### src/rtl/seg7_pkg.sv
// Shared definitions for the seven-segment scan driver: segment patterns,
// converter state encoding and the nibble-to-segment decoder.
package seg7_pkg;

  // Active-high segment patterns, bit order {g,f,e,d,c,b,a}
  localparam logic [6:0] Seg0     = 7'h3F;
  localparam logic [6:0] Seg1     = 7'h06;
  localparam logic [6:0] Seg2     = 7'h5B;
  localparam logic [6:0] Seg3     = 7'h4F;
  localparam logic [6:0] Seg4     = 7'h66;
  localparam logic [6:0] Seg5     = 7'h6D;
  localparam logic [6:0] Seg6     = 7'h7D;
  localparam logic [6:0] Seg7     = 7'h07;
  localparam logic [6:0] Seg8     = 7'h7F;
  localparam logic [6:0] Seg9     = 7'h6F;
  localparam logic [6:0] SegBlank = 7'h00;

  typedef enum logic [1:0] {
    StIdle  = 2'd0,
    StConv  = 2'd1,
    StLatch = 2'd2
  } conv_state_e;

  function automatic logic [6:0] seg_decode(input logic [3:0] nib);
    logic [6:0] code;
    case (nib)
      4'd0:    code = Seg0;
      4'd1:    code = Seg1;
      4'd2:    code = Seg2;
      4'd3:    code = Seg3;
      4'd4:    code = Seg4;
      4'd5:    code = Seg5;
      4'd6:    code = Seg6;
      4'd7:    code = Seg7;
      4'd8:    code = Seg8;
      4'd9:    code = Seg9;
      default: code = SegBlank;
    endcase
    return code;
  endfunction

  // True when DIGITS decimal digits can hold the largest N-bit value.
  function automatic bit digits_fit(input int unsigned n, input int unsigned d);
    longint unsigned maxv;
    longint unsigned p;
    maxv = (64'd1 << n) - 64'd1;
    p    = 64'd1;
    for (int unsigned i = 0; i < d; i++) begin
      if (p <= maxv) p = p * 64'd10;
    end
    return p > maxv;
  endfunction

endpackage

### src/rtl/seg7_scan_driver_bin2bcd.sv
// Sequential double-dabble converter: samples value, runs N shift-add-3
// steps, then publishes the packed BCD result with a one-cycle valid pulse.
module bin2bcd_seq
  import seg7_pkg::*;
#(
  parameter int unsigned N      = 12,
  parameter int unsigned DIGITS = 4
) (
  input  logic                  clk,
  input  logic                  reset,
  input  logic [N-1:0]          value,
  output logic [4*DIGITS-1:0]   bcd,
  output logic                  bcd_valid
);

  localparam int unsigned BcdW = 4 * DIGITS;
  localparam int unsigned CntW = (N > 1) ? $clog2(N) : 1;

  if (!digits_fit(N, DIGITS)) begin : gen_digits_check
    $error("bin2bcd_seq: DIGITS too small to represent 2^N-1");
  end

  conv_state_e     state_q, state_d;
  logic [CntW-1:0] cnt_q, cnt_d;
  logic [N-1:0]    bin_q, bin_d;
  logic [BcdW-1:0] scratch_q, scratch_d;
  logic [BcdW-1:0] bcd_q, bcd_d;
  logic            valid_q, valid_d;
  logic [BcdW-1:0] adj;

  // Per-nibble add-3 correction, no carry between nibbles
  always_comb begin
    adj = scratch_q;
    for (int k = 0; k < int'(DIGITS); k++) begin
      if (scratch_q[4*k +: 4] >= 4'd5) adj[4*k +: 4] = scratch_q[4*k +: 4] + 4'd3;
    end
  end

  always_comb begin
    state_d   = state_q;
    cnt_d     = cnt_q;
    bin_d     = bin_q;
    scratch_d = scratch_q;
    bcd_d     = bcd_q;
    valid_d   = 1'b0;
    unique case (state_q)
      StIdle: begin
        bin_d     = value;
        scratch_d = '0;
        cnt_d     = '0;
        state_d   = StConv;
      end
      StConv: begin
        {scratch_d, bin_d} = {adj, bin_q} << 1;
        cnt_d              = cnt_q + CntW'(1);
        if (cnt_q == CntW'(N - 1)) state_d = StLatch;
      end
      StLatch: begin
        bcd_d   = scratch_q;
        valid_d = 1'b1;
        state_d = StIdle;
      end
      default: state_d = StIdle;
    endcase
  end

  always_ff @(posedge clk or posedge reset) begin
    if (reset) begin
      state_q   <= StIdle;
      cnt_q     <= '0;
      bin_q     <= '0;
      scratch_q <= '0;
      bcd_q     <= '0;
      valid_q   <= 1'b0;
    end else begin
      state_q   <= state_d;
      cnt_q     <= cnt_d;
      bin_q     <= bin_d;
      scratch_q <= scratch_d;
      bcd_q     <= bcd_d;
      valid_q   <= valid_d;
    end
  end

  assign bcd       = bcd_q;
  assign bcd_valid = valid_q;

endmodule

### src/rtl/seg7_scan_driver.sv
// Binary-to-seven-segment display driver: converts value to BCD and scans the
// digits onto a shared segment bus with one-hot digit enables.
module seg7_scan_driver
  import seg7_pkg::*;
#(
  parameter int unsigned N           = 12,
  parameter int unsigned DIGITS      = 4,
  parameter int unsigned REFRESH_DIV = 50000,
  parameter bit          ACTIVE_LOW  = 1'b1,
  parameter bit          BLANK_LZ    = 1'b1
) (
  input  logic                 clk,
  input  logic                 reset,
  input  logic [N-1:0]         value,
  output logic [4*DIGITS-1:0]  bcd,
  output logic                 bcd_valid,
  output logic [6:0]           seg,
  output logic [DIGITS-1:0]    an
);

  localparam int unsigned RefW = (REFRESH_DIV > 1) ? $clog2(REFRESH_DIV) : 1;
  localparam int unsigned DigW = (DIGITS > 1) ? $clog2(DIGITS) : 1;
  localparam logic [DIGITS-1:0] AnOne  = DIGITS'(1);
  localparam logic [6:0]        SegRst = ACTIVE_LOW ? ~Seg0 : Seg0;
  localparam logic [DIGITS-1:0] AnRst  = ACTIVE_LOW ? ~AnOne : AnOne;

  if (REFRESH_DIV < 2) begin : gen_refresh_check
    $error("seg7_scan_driver: REFRESH_DIV must be at least 2");
  end

  bin2bcd_seq #(
    .N      (N),
    .DIGITS (DIGITS)
  ) u_bin2bcd (
    .clk       (clk),
    .reset     (reset),
    .value     (value),
    .bcd       (bcd),
    .bcd_valid (bcd_valid)
  );

  logic [RefW-1:0]   refresh_q, refresh_d;
  logic [DigW-1:0]   digit_q, digit_d;
  logic [6:0]        seg_q, seg_d;
  logic [DIGITS-1:0] an_q, an_d;
  logic [DIGITS-1:0] lead_zero;
  logic              zero_run;
  logic [3:0]        nib;
  logic              blank;
  logic [6:0]        seg_raw;
  logic [DIGITS-1:0] an_raw;

  always_comb begin
    refresh_d = refresh_q + RefW'(1);
    digit_d   = digit_q;
    if (refresh_q == RefW'(REFRESH_DIV - 1)) begin
      refresh_d = '0;
      digit_d   = (digit_q == DigW'(DIGITS - 1)) ? '0 : digit_q + DigW'(1);
    end
  end

  // Digit k is a leading zero when it and every more significant nibble are zero
  always_comb begin
    lead_zero = '0;
    zero_run  = 1'b1;
    for (int k = int'(DIGITS) - 1; k >= 0; k--) begin
      zero_run     = zero_run & (bcd[4*k +: 4] == 4'd0);
      lead_zero[k] = zero_run & (k != 0);
    end
  end

  always_comb begin
    nib    = '0;
    blank  = 1'b0;
    an_raw = '0;
    for (int k = 0; k < int'(DIGITS); k++) begin
      if (digit_q == DigW'(k)) begin
        nib       = bcd[4*k +: 4];
        blank     = lead_zero[k];
        an_raw[k] = 1'b1;
      end
    end
    seg_raw = (BLANK_LZ && blank) ? SegBlank : seg_decode(nib);
    seg_d   = ACTIVE_LOW ? ~seg_raw : seg_raw;
    an_d    = ACTIVE_LOW ? ~an_raw : an_raw;
  end

  always_ff @(posedge clk or posedge reset) begin
    if (reset) begin
      refresh_q <= '0;
      digit_q   <= '0;
      seg_q     <= SegRst;
      an_q      <= AnRst;
    end else begin
      refresh_q <= refresh_d;
      digit_q   <= digit_d;
      seg_q     <= seg_d;
      an_q      <= an_d;
    end
  end

  assign seg = seg_q;
  assign an  = an_q;

endmodule
### config.mk
export PLATFORM = sky130hd
export DESIGN_NAME = seg7_scan_driver
export DESIGN_NICKNAME = d
export VERILOG_FILES = /design/src/rtl/seg7_pkg.sv /design/src/rtl/seg7_scan_driver_bin2bcd.sv /design/src/rtl/seg7_scan_driver.sv
export SDC_FILE = /design/constraint.sdc
export NUM_CORES = 1
export LEC_CHECK = 0
export CORE_UTILIZATION = 35
export DETAILED_ROUTE_END_ITERATION = 7
export RECOVER_POWER = 50
export SLEW_MARGIN = 20
export SYNTH_ARGS = -nofsm -noshare
export SYNTH_HDL_FRONTEND = slang
export SYNTH_SLANG_ARGS = --single-unit
### constraint.sdc
create_clock -name clk -period 3.55 [get_ports clk]
set_clock_uncertainty 0.2 [all_clocks]
set_input_delay 0.355 -clock clk [delete_from_list [all_inputs] [get_ports clk]]
set_output_delay 0.355 -clock clk [all_outputs]
set_load 0.05 [all_outputs]
==> impl_metrics.json, run 1 <==
{
  "status": "finished with violations",
  "violations": "capacitance limit, slew limit",
  "tightest_slew_ns": 1.92,
  "fillers": 1059,
  "drv_slew": 127,
  "start_util_pct": 36.1,
  "async_reset_ff_share_pct": 100,
  "antenna_found_initial": 0,
  "hold_violations": 0,
  "maxSlewHeadroom_pct": -27.9,
  "yosys.area_share.xor_xnor_pct": 4.68,
  "drt-initial-drc-count": 95,
  "reg2reg_from": "digit_q[0]",
  "cts_buffers": 9,
  "grt_pass1_vias": 2742,
  "fin_crit_sh_pct": 75.4,
  "grt_max_degree": 81,
  "synth-seq-cells": 80,
  "layout_commonest_cell": "dfrtp_1",
  "cp-startpoint": "digit_q[0]",
  "utilization_pct": 43.0,
  "p_sw_share_pct": 35.7,
  "clockBufferDepth": 2,
  "place_congestion": 0.779,
  "setup_violations": 0,
  "ff_latch_area_mm2": 0.00201,
  "rows": 38,
  "p_seq_share_pct": 40.6,
  "crit_type": "reg2reg",
  "routed_wl_mm": 7.37,
  "syn-instance-count": 373,
  "area_growth_pct": 19.2,
  "layout_common_cells": "dfrtp_1, nand2_1, clkdlybuf4s50_1",
  "syn_nets": 406,
  "synthFlopType": "dfrtp_1",
  "cts_tree": "done",
  "clkSlewWorstSetupHoldPaths_ns": 0.08,
  "dp.cells": 544,
  "preCtsSetupSlack_ns": 0.859,
  "cts_repair_resize_count": 0,
  "dieArea_mm2": 0.0117,
  "core_area_mm2": 0.0109,
  "dr_total_vias": 2673,
  "synth_top_family_by_area": "simple AND/OR/NAND/NOR gates",
  "multi_input_area_mm2": 0.00176,
  "layout.nets": 448,
  "rsz0062_at_grt": "false",
  "drc": 0,
  "yosys.area.top_type": "dfrtp_1",
  "maxCapViolations": 2,
  "holdBufCountCts": 0,
  "synth_area_leaders": "dfrtp_1, ha_1, o21ai_0",
  "ys_types": 53,
  "end_kind": "flip-flop",
  "crit_arrival_ns": 2.74,
  "drive_above_1_share_pct": 11.9,
  "cts.sinks": 80,
  "port_buffers": 41,
  "combPwrFrac_pct": 32.7,
  "yosysWarnings": 0,
  "antenna_left": 0,
  "fmax_ghz": 0.374,
  "die_w_um": 108,
  "diodes": 0,
  "final_area_mm2": 0.00469,
  "setup_slack_ns": 0.875,
  "switchingPower_mw": 0.989,
  "synth_area_mm2": 0.00393,
  "ctsRootBufferMaster": "clkbuf_8",
  "hold_ws_ns": 0.283,
  "required_ns": 3.61,
  "synth_fa_ha_area_share_pct": 6.05,
  "synth-compound-area-share_pct": 11.9,
  "syn_area_per_cell_um2": 10.5,
  "clk_latency_ns": 0.35,
  "min-delay-path-class": "reg2reg",
  "wire_per_inst_um": 13.2,
  "synth-edff-count": 0,
  "gr-usage-all-layers_pct": 14.2,
  "peakVddDrop_uv": 378,
  "cp_max_fo": 10,
  "tns_ns": 0,
  "detail_route.first_pass.iterations": 4,
  "p_total_mw": 2.77,
  "crit_path_start_kind": "flip-flop",
  "yosysSeqAreaShare_pct": 51.0,
  "internal_power_mw": 1.78,
  "htree_levels": 3,
  "grt_pass1_wl_mm": 12.8,
  "ios": 42,
  "dpl.hpwl_mm": 5.09,
  "postCtsSetupBuffers": 0,
  "period_minus_slack_ns": 2.68,
  "die_y_um": 108,
  "synthSimpleGateAreaFrac_pct": 14.0,
  "clkPwrFrac_pct": 26.6,
  "final_cells": 560,
  "total_leakage_power_nw": 2.11,
  "min_from": "u_bin2bcd.bin_q[4]",
  "synth_top_area_share_pct": 48.4,
  "overflow": 0,
  "p_per_area_mw_per_mm2": 591,
  "placed_cell_area_mm2": 0.00449,
  "synth.mux.area_fraction_pct": 8.24,
  "via_per_inst": 4.77
}
[synthesized netlist by cell type, drive strengths merged, types with 9 or more instances]
master  instances
a21oi          12
dfrtp          76
ha             19
inv            23
mux2           19
mux2i          11
nand2          43
nand3           9
nor2           28
o21ai          41
xnor2           9
xor2           12
[logic make-up (layout without fill, tap and decap cells)]
group                      Yosys count  after routing
and+or+nand+nor                    112            112
DFF                                 80             80
muxes                               30             30
xor gates and xnor gates            21             21
adders and majority gates           19             19
AOI/OAI and AO/OA                   74             74
buffers and inverters               37             84
[sequential cells by signal, summed over array words and instances (netlist names)]
name	cells
an	4
digit_q	2
refresh_q	16
seg	7
u_bin2bcd.bcd	16
u_bin2bcd.bcd_valid	1
u_bin2bcd.bin_q	12
u_bin2bcd.cnt_q	4
u_bin2bcd.scratch_q	16
u_bin2bcd.state_q	2
[critical path, cell delays in order (launching register included)]
cell and delay [ns]:
dfrtp_1 0.42, ha_1 0.37, clkinvlp_2 0.23, o2bb2ai_1 0.08
a31oi_1 0.43, inv_1 0.16, ha_1 0.23, mux2_1 0.28
a32oi_1 0.19
[layout make-up]
type | instances | share of cell area [%]
timing repair buffer | 45 | 9.19
sequential | 80 | 42.8
inverter | 23 | 1.90
tap | 140 | 3.74
multi-input combinational | 256 | 37.6
clock buffer | 11 | 3.02
clock inverter | 5 | 1.71
[worst paths after layout]
check,to,slack [ns],depth (start not counted)
worst max-delay path,seg[4],0.87,8
worst min-delay path,u_bin2bcd.bin_q[4],0.28,2
worst max register to register,seg[4],0.87,8
worst min register to register,u_bin2bcd.bin_q[4],0.28,2
max in group asynchronous,u_bin2bcd.state_q[0],1.06,3
min in group asynchronous,u_bin2bcd.bcd_valid,0.96,3
[power by group through the flow]
stage / sequential [mW] / combinational [mW] / clock [mW]
floorplan: 1.44 / 0.325 / 0
global placement: 1.15 / 0.901 / 0
detailed placement: 1.15 / 0.912 / 0
CTS: 1.13 / 0.917 / 0.768
global route: 1.15 / 0.972 / 0.807
finish: 1.13 / 0.907 / 0.738
[layer usage]
layer  track usage (%)  wire (µm)  vias up  share of wire [%]
li1                  -          -     1355                  -
met1              18.0       3630     1261                 49
met2              23.0       3360       47                 46
met3              3.62        278       10                3.8
met4              5.48        101        0                1.4
met5                 0          0        -                  0
Power figures use the tool's default switching activity.
==> inputs of run 2 (changes only) <==
==> constraint.sdc (replaced) <==
create_clock -name clk -period 2.5 [get_ports clk]
set_clock_uncertainty 0.2 [all_clocks]
set_input_delay 0.25 -clock clk [delete_from_list [all_inputs] [get_ports clk]]
set_output_delay 0.25 -clock clk [all_outputs]
set_load 0.05 [all_outputs]
==> impl_metrics.json, run 2 (same netlist as run 1, synthesis figures left out) <==
{
  "clk_latency_ns": 0.35,
  "maxCapViolations": 0,
  "drc": 0,
  "clkSlewWorstSetupHoldPaths_ns": 0.09,
  "layout_commonest_cell": "dfrtp_1",
  "peakVddDrop_uv": 699,
  "rsz0062_at_grt": "false",
  "drt-initial-drc-count": 89,
  "utilization_pct": 43.4,
  "maxSlewHeadroom_pct": 39.5,
  "cp_max_fo": 7,
  "antenna_found_initial": 0,
  "end_kind": "flip-flop",
  "area_growth_pct": 20.1,
  "layout.nets": 455,
  "total_leakage_power_nw": 2.14,
  "overflow": 0,
  "wire_per_inst_um": 13.2,
  "required_ns": 2.57,
  "crit_arrival_ns": 2.36,
  "via_per_inst": 4.79,
  "drv_slew": 0,
  "rows": 38,
  "p_per_area_mw_per_mm2": 823,
  "antenna_left": 0,
  "detail_route.first_pass.iterations": 4,
  "gr-usage-all-layers_pct": 14.2,
  "ff_latch_area_mm2": 0.00201,
  "dieArea_mm2": 0.0117,
  "final_cells": 567,
  "fmax_ghz": 0.436,
  "postCtsSetupBuffers": 0,
  "dpl.hpwl_mm": 5.36,
  "tightest_slew_ns": 0.907,
  "cts_tree": "done",
  "crit_path_start_kind": "flip-flop",
  "layout_common_cells": "dfrtp_1, nand2_1, clkdlybuf4s50_1",
  "fillers": 1019,
  "ios": 42,
  "hold_violations": 0,
  "die_y_um": 108,
  "grt_pass1_wl_mm": 12.8,
  "place_congestion": 0.833,
  "port_buffers": 41,
  "multi_input_area_mm2": 0.00176,
  "period_minus_slack_ns": 2.29,
  "core_area_mm2": 0.0109,
  "min-delay-path-class": "in2reg",
  "cts.sinks": 80,
  "grt_pass1_vias": 2671,
  "htree_levels": 3,
  "dr_total_vias": 2714,
  "crit_type": "reg2reg",
  "start_util_pct": 36.1,
  "cts_buffers": 9,
  "die_w_um": 108,
  "hold_ws_ns": 0.269,
  "setup_violations": 0,
  "routed_wl_mm": 7.47,
  "tns_ns": 0,
  "status": "finished clean",
  "ctsRootBufferMaster": "clkbuf_8",
  "grt_max_degree": 40,
  "drive_above_1_share_pct": 13.3,
  "dp.cells": 550,
  "clockBufferDepth": 2,
  "diodes": 0,
  "fin_crit_sh_pct": 91.7
}
run 2: final timing paths:
path	startpoint	end	slack, ns	cells after the start
worst max-delay path	digit_q[0]	seg[4]	0.21	8
worst min-delay path	value[0]	u_bin2bcd.bin_q[0]	0.27	3
worst max register to register	digit_q[0]	seg[4]	0.21	8
worst min register to register	refresh_q[0]	refresh_q[0]	0.29	1
max in group asynchronous	reset	u_bin2bcd.scratch_q[2]	0.37	4
min in group asynchronous	reset	u_bin2bcd.bin_q[1]	0.75	3
run 2: area by class of cell:
class	count	area share, %
well taps	140	3.71
flip-flops and latches	80	42.5
inverters	23	1.91
multi-input cells	256	37.3
clock inverters	6	1.43
repair buffers	52	10.2
clock buffers	10	2.91
run 2: timing repair:
action                                  CTS  global route
resized for setup                         0             0
hold buffers                              1             0
endpoints found under the setup margin    0             0
endpoints found under the hold margin    12             0
run 2: worst max-delay path, cell delays in order, from the launching register on:
cell,delay [ns]
dfrtp_1,0.41
ha_1,0.39
nor2_1,0.07
o2bb2ai_1,0.13
a31oi_1,0.20
inv_1,0.12
ha_1,0.21
mux2_1,0.29
a32oi_1,0.19
run 2: where the power goes:
group          internal, mW  switching (mW)
Clock                 0.492           0.487
Combinational         0.498           0.806
Sequential             1.46           0.147
run 2: metal layers:
| layer | track usage, % | vias to the layer above | wire, µm |
|---|---|---|---|
| li1 | - | 1368 | - |
| met1 | 19.3 | 1286 | 3750 |
| met2 | 21.8 | 52 | 3320 |
| met3 | 2.89 | 8 | 291 |
| met4 | 6.16 | 0 | 110 |
| met5 | 0 | - | 0 |
run 2: through the flow:
step | setup slack [ns] | total power [mW] | instance area, µm²
CTS | 0.207 | 3.94 | 4750
detailed placement | 0.235 | 2.95 | 4530
global placement | 0.300 | 2.93 | 4530
finish | 0.209 | 3.89 | 4720
floorplan | 0.00488 | 2.50 | 3930
global route | 0.00877 | 4.11 | 4720
